**src/rtl/fifo_ms_arb.sv**
```systemverilog
// Multi-stream FIFO: one tagged write port feeds FLUX circular buffers, one arbitrated read port.
// Define FIFO_MS_ARB_RR_EN to select round-robin arbitration instead of fixed lowest-index priority.
module fifo_ms_arb #(
    parameter int WIDTH     = 8,
    parameter int DEPTH     = 4,
    parameter int FLUX      = 2,
    parameter int TAG_WIDTH = $clog2(FLUX),
    parameter int CNT_WIDTH = $clog2(DEPTH + 1)
) (
    input  logic                      ck,
    input  logic                      rst_n,
    input  logic                      wr,
    input  logic [WIDTH-1:0]          datain,
    input  logic [FLUX-1:0]           rd,
    output logic                      wr_ack,
    output logic [FLUX-1:0]           rd_gnt,
    output logic [WIDTH-1:0]          dataout,
    output logic                      dout_valid,
    output logic [TAG_WIDTH-1:0]      dout_ch,
    output logic [FLUX-1:0]           full,
    output logic [FLUX-1:0]           empty,
    output logic [FLUX*CNT_WIDTH-1:0] level,
    output logic [FLUX-1:0]           overflow
);

    localparam int ADDR_WIDTH = $clog2(DEPTH);
    localparam logic [CNT_WIDTH-1:0] DEPTH_CNT = CNT_WIDTH'(DEPTH);
    localparam logic [TAG_WIDTH:0]   FLUX_TAG  = (TAG_WIDTH + 1)'(FLUX);

    logic [WIDTH-1:0]      mem [FLUX][DEPTH];
    logic [ADDR_WIDTH-1:0] wp_reg [FLUX];
    logic [ADDR_WIDTH-1:0] rp_reg [FLUX];
    logic [CNT_WIDTH-1:0]  cnt_reg [FLUX];
    logic [FLUX-1:0]       overflow_reg;
    logic [WIDTH-1:0]      dataout_reg;
    logic                  dout_valid_reg;
    logic [TAG_WIDTH-1:0]  dout_ch_reg;

    logic [TAG_WIDTH-1:0]  tag;
    logic                  tag_ok;
    logic [FLUX-1:0]       eligible;
    logic [FLUX-1:0]       wr_hit;
    logic [FLUX-1:0]       ovf_hit;
    logic                  gnt_any;
    logic [TAG_WIDTH-1:0]  gnt_idx;

    assign tag    = datain[WIDTH-1 -: TAG_WIDTH];
    // Tags beyond the last channel (non-power-of-two FLUX) are silently dropped.
    assign tag_ok = {1'b0, tag} < FLUX_TAG;

    generate
        for (genvar gi = 0; gi < FLUX; gi++) begin : g_ch
            assign full[gi]     = (cnt_reg[gi] == DEPTH_CNT);
            assign empty[gi]    = (cnt_reg[gi] == '0);
            assign level[gi*CNT_WIDTH +: CNT_WIDTH] = cnt_reg[gi];
            assign eligible[gi] = rd[gi] & ~empty[gi];
            assign wr_hit[gi]   = wr_ack & (tag == TAG_WIDTH'(gi));
            assign ovf_hit[gi]  = wr & tag_ok & ~wr_ack & (tag == TAG_WIDTH'(gi));
        end
    endgenerate

`ifdef FIFO_MS_ARB_RR_EN
    logic [FLUX-1:0] last_gnt_reg;

    // Search begins one past the last winner; descending scan lets the nearest candidate win.
    always_comb begin
        int start;
        int idx;
        start   = 0;
        idx     = 0;
        gnt_any = 1'b0;
        gnt_idx = '0;
        for (int i = 0; i < FLUX; i++) begin
            if (last_gnt_reg[i]) start = (i + 1) % FLUX;
        end
        for (int k = FLUX - 1; k >= 0; k--) begin
            idx = (start + k) % FLUX;
            if (eligible[idx]) begin
                gnt_any = 1'b1;
                gnt_idx = TAG_WIDTH'(idx);
            end
        end
    end

    always_ff @(posedge ck or negedge rst_n) begin
        if (!rst_n) begin
            last_gnt_reg <= {1'b1, {(FLUX-1){1'b0}}};
        end else if (gnt_any) begin
            last_gnt_reg <= rd_gnt;
        end
    end
`else
    always_comb begin
        gnt_any = 1'b0;
        gnt_idx = '0;
        for (int i = FLUX - 1; i >= 0; i--) begin
            if (eligible[i]) begin
                gnt_any = 1'b1;
                gnt_idx = TAG_WIDTH'(i);
            end
        end
    end
`endif

    always_comb begin
        rd_gnt = '0;
        if (gnt_any) rd_gnt[gnt_idx] = 1'b1;
    end

    // A full channel still accepts when it is popped in the same cycle.
    assign wr_ack = wr & tag_ok & (~full[tag] | rd_gnt[tag]);

    always_ff @(posedge ck) begin
        if (wr_ack) mem[tag][wp_reg[tag]] <= datain;
    end

    always_ff @(posedge ck or negedge rst_n) begin
        if (!rst_n) begin
            for (int i = 0; i < FLUX; i++) begin
                wp_reg[i]  <= '0;
                rp_reg[i]  <= '0;
                cnt_reg[i] <= '0;
            end
            overflow_reg   <= '0;
            dataout_reg    <= '0;
            dout_valid_reg <= 1'b0;
            dout_ch_reg    <= '0;
        end else begin
            for (int i = 0; i < FLUX; i++) begin
                if (wr_hit[i]) wp_reg[i] <= wp_reg[i] + 1'b1;
                if (rd_gnt[i]) rp_reg[i] <= rp_reg[i] + 1'b1;
                if (wr_hit[i] && !rd_gnt[i]) begin
                    cnt_reg[i] <= cnt_reg[i] + 1'b1;
                end else if (!wr_hit[i] && rd_gnt[i]) begin
                    cnt_reg[i] <= cnt_reg[i] - 1'b1;
                end
                if (ovf_hit[i]) overflow_reg[i] <= 1'b1;
            end
            dout_valid_reg <= gnt_any;
            if (gnt_any) begin
                dataout_reg <= mem[gnt_idx][rp_reg[gnt_idx]];
                dout_ch_reg <= gnt_idx;
            end
        end
    end

    assign overflow   = overflow_reg;
    assign dataout    = dataout_reg;
    assign dout_valid = dout_valid_reg;
    assign dout_ch    = dout_ch_reg;

endmodule
```
**config.mk**
```make
export PLATFORM = sky130hd
export DESIGN_NAME = fifo_ms_arb
export DESIGN_NICKNAME = d
export VERILOG_FILES = /design/src/rtl/fifo_ms_arb.sv
export SDC_FILE = /design/constraint.sdc
export NUM_CORES = 1
export LEC_CHECK = 0
export CAP_MARGIN = 20
export CORE_MARGIN = 2
export CORE_UTILIZATION = 39
export CTS_CLUSTER_DIAMETER = 120
export DETAILED_ROUTE_END_ITERATION = 8
export PLACE_DENSITY_LB_ADDON = 0.3
export SETUP_SLACK_MARGIN = 0.2
export SLEW_MARGIN = 20
export SYNTH_ARGS = -nofsm -noshare
export SYNTH_HDL_FRONTEND = slang
export SYNTH_SLANG_ARGS = --single-unit
```
**constraint.sdc**
```tcl
create_clock -name ck -period 2.31 [get_ports ck]
set_input_delay 0.3465 -clock ck [delete_from_list [all_inputs] [get_ports ck]]
set_output_delay 0.3465 -clock ck [all_outputs]
set_load 0.1 [all_outputs]
```
== Word level (Yosys, flattened, before mapping) ==
Memory sizes are Yosys's and may differ from the RTL's.
Index checks and enable logic that the tools add are counted.
W data, S select, Z words.

* Output and inout port bits: 25
* Memories kept: 1
* Input port bits: 13
* Bits in writable memories: 64
* Word-level logic and storage cells: 89
* Flip-flop bits (word level): 26

* Add/sub/neg operators: 8
* Reduce and logical (&&, ||, !) cells: 14
* Multiplexer cells: 27
* Equality and inequality tests: 2
* Magnitude comparators: 8
* Bitwise logic cells: 18

{| class="wikitable"
|+ Memory list
! memory !! depth !! width !! rd ports !! clocked after memory_dff !! wr ports !! line !! RTL
|-
| mem || 2 || 32 || 1 || 0 || 1 || 30 || <nowiki>logic [WIDTH-1:0] mem [FLUX][DEPTH];</nowiki>
|}

{| class="wikitable"
|+ Operator list
! cell !! count
|-
| $mux W32 || 1
|-
| $mux W8 || 3
|-
| $bmux W8 S2 || 1
|-
| $demux W8 S2 || 1
|-
| $mux W2 || 7
|-
| $mux W3 || 4
|-
| $mux W1 || 9
|-
| $add A2 B1 Y2 const B || 4
|-
| $and A1 B1 Y1 || 8
|-
| $add A3 B1 Y3 const B || 2
|-
| $eq A3 B3 Y1 const B || 2
|-
| $ge A3 B3 Y1 const B || 2
|-
| $logic_and A1 B1 Y1 || 6
|-
| $logic_not A3 Y1 || 2
|-
| $not A2 Y3 || 2
|-
| $sub A3 B1 Y3 const B || 2
|-
| $not A1 Y1 || 5
|-
| $ge A2 B2 Y1 const B || 2
|-
| $logic_not A1 Y1 || 4
|-
| $lt A1 B2 Y1 const B || 2
|-
| $not A1 Y2 || 2
|-
| $reduce_bool A2 Y1 || 2
|-
| $lt A3 B1 Y1 const B || 1
|-
| $demux W1 S1 || 1
|-
| 2 further kinds || 2
|}

== Depth between registers and ports, before layout ==
* Word-level depth: 19
* Gate-level depth with buffers: 10
* Depth with buffers taken out: 10

== Worst setup path after synthesis ==
Ideal clock, no wire load.

* Path type: register to register
* From: register cnt_reg, in the netlist level[5]
* To: register cnt_reg, in the netlist level[4]
* Stages on the path, launching flop included: 8
* Buffers on the path: 0
* Slack: -2.698 ns
* Data arrival time: 4.882 ns
* Period minus slack after synthesis: 5.008 ns
* Data required time: 2.184 ns
* Cell sequence: dfrtp_1 > nor3b_1 > a21boi_2 > nor2_1 > ha_1 > inv_1 > fa_1 > mux2_2

* Elaborated cells between the ends (all ways): 27

{| class="wikitable"
|+ RTL lines
! what !! line !! RTL
|-
| from (decl) || 33 || <nowiki>logic [CNT_WIDTH-1:0] cnt_reg [FLUX];</nowiki>
|-
| from (signal, indexed assignment) || 133 || <nowiki>cnt_reg[i] <= cnt_reg[i] + 1'b1;</nowiki>
|-
| from (signal, indexed assignment) || 135 || <nowiki>cnt_reg[i] <= cnt_reg[i] - 1'b1;</nowiki>
|-
| $eq A3 B3 Y1 * || 53 || <nowiki>assign full[gi] = (cnt_reg[gi] == DEPTH_CNT);</nowiki>
|-
| via full[1] || 20 || <nowiki>output logic [FLUX-1:0] full,</nowiki>
|-
| $mux W1 (not written as such) * (2 in a row) || 111 || <nowiki>assign wr_ack = wr & tag_ok & (~full[tag] | rd_gnt[tag]);</nowiki>
|-
| $not A1 Y1 * || 111 ||
|-
| $or A1 B1 Y1 * || 111 ||
|-
| $and A1 B1 Y1 * || 111 ||
|-
| $and A1 B1 Y1 * || 57 || <nowiki>assign wr_hit[gi] = wr_ack & (tag == TAG_WIDTH'(gi));</nowiki>
|-
| via wr_hit[1] || 42 || <nowiki>logic [FLUX-1:0] wr_hit;</nowiki>
|-
| $logic_not A1 Y1 || 134 || <nowiki>end else if (!wr_hit[i] && rd_gnt[i]) begin</nowiki>
|-
| $logic_and A1 B1 Y1 || 134 ||
|-
| $reduce_bool A2 Y1 (no source line) || - ||
|}

Mark *: on every way through the listed nets, which the timed path passes. The rest lies on a longest branch. The select of a mux whose other input is x is not followed.
A chain may end at the register's enable or synchronous reset.

== Worst setup path after layout ==
* From: register cnt_reg, in the netlist level[2]
* To: output port wr_ack

* Longest elaborated chain between the ends: 13
* Elaborated cells between the ends (all ways): 19

{| class="wikitable"
|+ Ends and longest elaborated chain
! what !! line !! RTL
|-
| $logic_not A3 Y1 || 54 || <nowiki>assign empty[gi] = (cnt_reg[gi] == '0);</nowiki>
|-
| $not A1 Y1 || 56 || <nowiki>assign eligible[gi] = rd[gi] & ~empty[gi];</nowiki>
|-
| $and A1 B1 Y1 || 56 ||
|-
| $mux W1 || 97 || <nowiki>if (eligible[i]) begin</nowiki>
|-
| $lt A1 B2 Y1 (not written as such) or $ge A1 B1 Y1 (tied branches) || 107 || <nowiki>if (gnt_any) rd_gnt[gnt_idx] = 1'b1;</nowiki>
|-
| $logic_and A1 B1 Y1 (not written as such) || 107 ||
|-
| $mux W1 (not written as such) || 107 ||
|-
| $demux W1 S1 || 107 ||
|-
| $mux W2 || 107 ||
|-
| $mux W1 (not written as such) (2 in a row) || 111 ||
|-
| $or A1 B1 Y1 * || 111 ||
|-
| $and A1 B1 Y1 * || 111 ||
|-
| to (decl) || 15 || <nowiki>output logic wr_ack,</nowiki>
|}

Mark *: on every way between the ends. The rest lies on a longest branch, timed or not. The select of a mux whose other input is x is not followed.

==> flow_metrics.tcl <==
set metrics [dict create \
    syn_area_sq_um 3640 \
    overflow 0 \
    finClkSkew_ps 10.8 \
    htreeDepth 3 \
    clock_latency_ps 360 \
    cts_buffers 9 \
    row_count 35 \
    fin_nets 314 \
    grt_pass1_vias 2055 \
    wl_per_cell_microns 16.0 \
    period_share_pct 93.3 \
    status "completed" \
    max_freq_ghz 0.464 \
    dpl.hpwl_mm 4.39 \
    grt_start_max_net_pins 27 \
    hold_path_class "in -> async" \
    wirelength_mm 6.60 \
    syn2layout_area_growth_pct 31.7 \
    worst_setup_path_start_kind "flop" \
    worstMarginPinSlew_ps 586 \
    cts_tree "built" \
    setup_viol 0 \
    synthTopCellsByArea "edfxtp_1, dfrtp_1, mux4_2" \
    largest_register_ffs 64 \
    register_area_sq_um 2590 \
    dieHeight_microns 101 \
    rsz0062_at_grt "yes" \
    fillers 732 \
    clk_pin_slew_ps 90 \
    worst_setup_path_end_kind "output port" \
    hold_buffers 0 \
    slew-limit-headroom_pct 60.9 \
    crit_required_ps 1960 \
    coreArea_sq_um 9150 \
    routed-via-count 2029 \
    synth_top_cell_by_area "edfxtp_1" \
    gp_congestion 0.776 \
    synth_top_area_share_pct 52.9 \
    clockRootBuffer "clkbuf_8" \
    grt_use_total_pct 14.0 \
    cp_max_fo 5 \
    postLayoutSetupSlackWorst_ps 154 \
    port_buffers 37 \
    ys_warn_count 0 \
    drc 0 \
    first_iter_violations 59 \
    firstDrtPassIters 4 \
    grt_pass1_wl_mm 10.7 \
    fin_util_pct 52.3 \
    viasPerCell 4.91 \
    syn_avg_cell_area_sq_um 16.9 \
    regToRegSetupSlack_ps 150 \
    synth_seq_cells 90 \
    start_util_pct 39.7 \
    io_pins 38 \
    clock_sinks 90 \
    min_period_ps 2160 \
    multi_input_area_sq_um 1130 \
    place_ws_ps -33.5 \
    n_antenna_cell 0 \
    hold_viol_final 0 \
    crit_type "reg -> out" \
    report.final.slew_viol_count 0 \
    maxCapViolations 0 \
    antenna_found_initial 0 \
    arrival_ps 1810 \
    die_w_microns 101 \
    cts.path.max_buffers 2 \
    reg2reg_from "level[2]" \
    ant_nets 0 \
    drive_gt1_share_pct 43.0 \
    yosysUniqueCellTypes 34 \
    die-area_sq_um 10100 \
    reg2reg_depth 10 \
    syn_nets 232 \
    synth_seq_area_share_pct 70.8 \
    synth_cells 215 \
    rr_endpoint "level[4]" \
]
-- worst max-delay path, cell delays in order, from the launching register on --
cell and delay (ps):
dfrtp_4 510, o31ai_4 250, buf_6 150, a21boi_4 60
buf_6 130, a21oi_4 160, buf_12 190
-- synth_stat cells --
cell type   n
edfxtp_1   64
dfrtp_1    26
a21oi_1    10
mux2_2     10
nor3_1     10
a22oi_1     8
mux2i_1     8
mux4_2      8
nand2_1     8
o21ai_1     8
xor2_1      8
xnor2_1     6
buf_2       5
inv_1       5
nor2_1      4
nor3b_1     3
a31o_2      2
buf_1       2
fa_1        2
ha_1        2
nor3b_2     2
o31ai_4     2
a21boi_2    1
and2_1      1
and3_1      1
and3b_1     1
clkbuf_1    1
inv_2       1
nor2_2      1
nor2b_1     1
nor3_4      1
nor4_1      1
nor4b_1     1
nor4b_2     1
-- cell usage in the layout (no fill, tap or decap), types with 3 or more instances in the layout --
cell,instances
clkbuf_1,3
xor2_1,8
mux4_2,8
a22oi_1,8
mux2i_1,8
xnor2_1,6
buf_12,5
buf_6,6
buf_4,55
inv_2,3
dfrtp_1,20
mux2_2,10
nor2_1,3
clkbuf_8,9
nor3_1,8
nand2_1,8
a21oi_1,9
o21ai_1,8
edfxtp_1,64
dfrtp_4,6
nor3b_2,3
clkdlybuf4s50_1,12
-- metrics by stage --
step,hold WS [ps],cell area (sq um),cells,TNS [ps]
detailed placement,463,4410,378,-95.2
floorplan,50.9,3760,215,-11170
finish,355,4790,413,0
global route,397,4790,413,0
CTS,363,4710,403,0
global placement,462,4410,378,0
-- cells by family after synthesis --
group,synth area share (%)
and+or+nand+nor,6.13
buffers and inverters,1.62
adders and majority gates,1.79
AOI/OAI and AO/OA,6.09
DFF,70.7
muxes,10.3
xor gates and xnor gates,3.37
-- per-layer routing --
layer,track usage [%],wire (microns),up-vias
li1,-,-,983
met1,19.4,3120,998
met2,21.2,3150,35
met3,2.64,184,13
met4,6.95,138,0
met5,0,0,-
-- worst max-delay path by stage --
stage          cells past startpoint        to  startpoint
2_1_floorplan                      7  level[4]    level[5]
3_3_place_gp                      11  level[5]       rd[0]
3_5_place_dp                      11  level[5]       rd[0]
4_1_cts                            5    wr_ack    level[0]
5_1_grt                           10  level[4]    level[2]
6_report                           6    wr_ack    level[2]
-- what timing repair did --
item | CTS | global route
setup endpoints to repair | 15 | 11
setup buffers | 9 | 10
resized for setup | 11 | 2
pin swaps | 5 | 9
-- cell type report --
type,instances,area share [%]
sequential,90,54.2
multi-input combinational,111,23.5
timing repair buffer,79,14.9
tap,111,2.90
clock buffer,12,2.82
clock inverter,4,1.10
inverter,6,0.523
Power is not shown: default switching activity piles up to over one toggle a cycle in this logic, so the estimate is an artifact.
==> edit (same flow settings) <==
The option `FIFO_MS_ARB_RR_EN` is turned on by a define.
--- a/src/rtl/fifo_ms_arb.sv
+++ b/src/rtl/fifo_ms_arb.sv
@@ -1,5 +1,7 @@
 // Multi-stream FIFO: one tagged write port feeds FLUX circular buffers, one arbitrated read port.
 // Define FIFO_MS_ARB_RR_EN to select round-robin arbitration instead of fixed lowest-index priority.
+`define FIFO_MS_ARB_RR_EN
+
 module fifo_ms_arb #(
     parameter int WIDTH     = 8,
     parameter int DEPTH     = 4,
Formal check against the unedited RTL: not equivalent (a bounded check fails within 4 cycles, from zero or initial values and one cycle with rst_n low).
==> edit against the unedited design <==
Maximum frequency fell by 4.1%; count of clock-buffer cells in the layout fell by 3; synthesized area rose by 2.6%; die area rose by 2.5%; synthesized cell count fell by 2.3%; first-iteration DRC count rose by 110%; wire length rose by 18%; sequential cell count rose by 2; worst setup slack got worse by 0.092 ns; cell area rose by 5.6%; critical path depth did not move; via count rose by 6.9%; highest routed layer unchanged.
Power is left out: the tool's default activity adds up to more than one toggle a clock period on the data nets, which glitch-free logic cannot reach.
==> edit: results (changes against the unedited design) <==
Run status
  – Outcome: complete, no violations

Synth
  – Yosys warns: 0 (unchanged)
  – Post-Syn Nets: 227 (-2.2%)
  – Distinct cell type count after synthesis: 38 (+12%)
  – Ys async rst share: 30.4% (+1.5 points)
  – Share of the yosys chip area belonging to registers: 70.3% (-0.40 points)
  – Number of synthesized flops with an enable pin: 64 (unchanged)
  – Synth top cells by count: edfxtp_1 (64), dfrtp_1 (27), mux4_2 (16)
  – Top post-synthesis cells by area: edfxtp_1 (52%), dfrtp_1 (18%), mux4_2 (9.7%)
  – Ys flop type: edfxtp_1

Layout
  – Max reg flops: 64 (unchanged)
  – Nets: 321 (+2.2%)
  – # diodes: 0 (unchanged)
  – Fill cell count: 735 (+0.41%)
  – Layout cell share with drive strength beyond 1: 47.2% (+4.2 points)

Global route
  – Largest net degree at the start of global routing: 29 (+7.4%)
  – Vias in the first global route: 2205 (+7.3%)
  – Total GRT Usage: 16.3% (+2.3 points)
  – Initial antenna violation count: 0 (unchanged)
  – First-pass GRT wire length: 12000 µm (+13%)

Timing
  – Max Clock Skew: 0.0126 ns (+0.00180 ns)
  – Worst-margin pin slew: 0.504 ns (-0.0827 ns)

Routing
  – Routed Antenna Nets: 0 (unchanged)
  – DRT Pass-1 Iters: 4 (unchanged)
  – Via density: 4.95 (+0.80%)
  – DR iter-0 viols: 122 (+110%)
  – Detailed-route wire length per cell: 17.8 µm (+12%)

Clock network
  – Num CTS Buffers: 9 (unchanged)
  – H-tree depth: 3 (unchanged)
  – Root Buffer: clkbuf_8
  – Clock latency on the worst-skew pair: 0.35 ns
  – Clock Tree Buf Depth: 2 (unchanged)
  – Worst-path clk slew: 0.09 ns (about the same)

Placement
  – GPL Wtd Cong: 0.787 (+1.3%)
  – Port Buffers: 37 (unchanged)
  – Dpl hpwl: 5160 µm (+18%)
  – Cell Area, Placed: 0.00455 mm² (+3.3%)

Critical path
  – Crit-path max FO: 5 (unchanged)
  – CP Data Arrival Time: 1.90 ns (+0.09 ns)

Floorplan
  – DIE WIDTH: 102 µm (+1.2%)

Worst hold path
  – Hold Path Class: in -> async
-- edit: cell types whose count changed after synthesis, sizes merged, moves of 5 or more --
cell   delta
nand2     +5
a22oi     -8
o21ai     -6
mux2      -8
nor2      +6
mux4      +8
nor3      -9
-- edit: layout make-up --
type	count	area, µm²	area share [%]
inverter	5	26.3	0.520
sequential	92	2650	52.3
tap	129	161	3.19
clock inverter	7	114	2.25
multi-input combinational	107	1170	23.2
clock buffer	9	124	2.45
timing repair buffer	89	811	16.0
-- edit: timing repair --
action / CTS / global route
setup endpoints to repair: 15 / 51
setup buffers: 19 / 5
pin swaps: 9 / 11
hold endpoints to repair: 0 / 0
resized for setup: 10 / 14
-- edit: metal layers --
metal	GRT usage [%]	part of all wire (%)	wire length, µm	up-vias
met5	0	0	0	-
met4	7.59	1.1	85	0
met3	3.31	5.6	437	7
met2	25.7	50	3920	56
met1	21.7	43	3360	1115
li1	-	-	-	991
-- edit: worst max-delay path: stages (launching register included) --
cell and delay, ns:
dfrtp_4 0.52, o31a_1 0.35, o21ai_4 0.10, buf_6 0.14, nand2_4 0.04, o211a_4 0.23
buf_12 0.16
-- edit: logic make-up (layout without fill, tap and decap cells) --
group,after synthesis,count (layout),share of synthesized area (%)
xor+xnor,14,14,3.29
mux,23,23,11.6
buf+inv,11,110,1.38
fa+ha+maj,4,4,1.74
flops,92,92,70.3
simple gates,41,41,5.57
compound gates,25,25,6.07
-- edit: path summary, 6_finish.rpt --
check / start / to / slack (ns) / depth (start not counted)
max in group asynchronous: rst_n / last_gnt_reg[1] / 1.63 / 2
min in group ck: overflow[0] / overflow[0] / 0.49 / 1
hold reg to reg: overflow[0] / overflow[0] / 0.49 / 1
hold / removal: rst_n / wp_reg[2] / 0.37 / 2
setup reg to reg: level[5] / level[2] / 0.11 / 9
setup / recovery: level[1] / wr_ack / 0.06 / 6
-- edit: metrics by stage --
step / instances / TNS [ns] / hold WS (ns) / worst slack (ns) / util [%]
finish: 438 / 0 / 0.366 / 0.0624 / 54.7
global route: 438 / 0 / 0.406 / 0.00132 / 54.7
global placement: 398 / -0.192 / 0.473 / -0.0931 / 49.3
detailed placement: 398 / -0.427 / 0.475 / -0.151 / 49.3
CTS: 433 / 0 / 0.368 / 0.0570 / 53.8
floorplan: 210 / -7.22 / 0.0509 / -0.555 / -
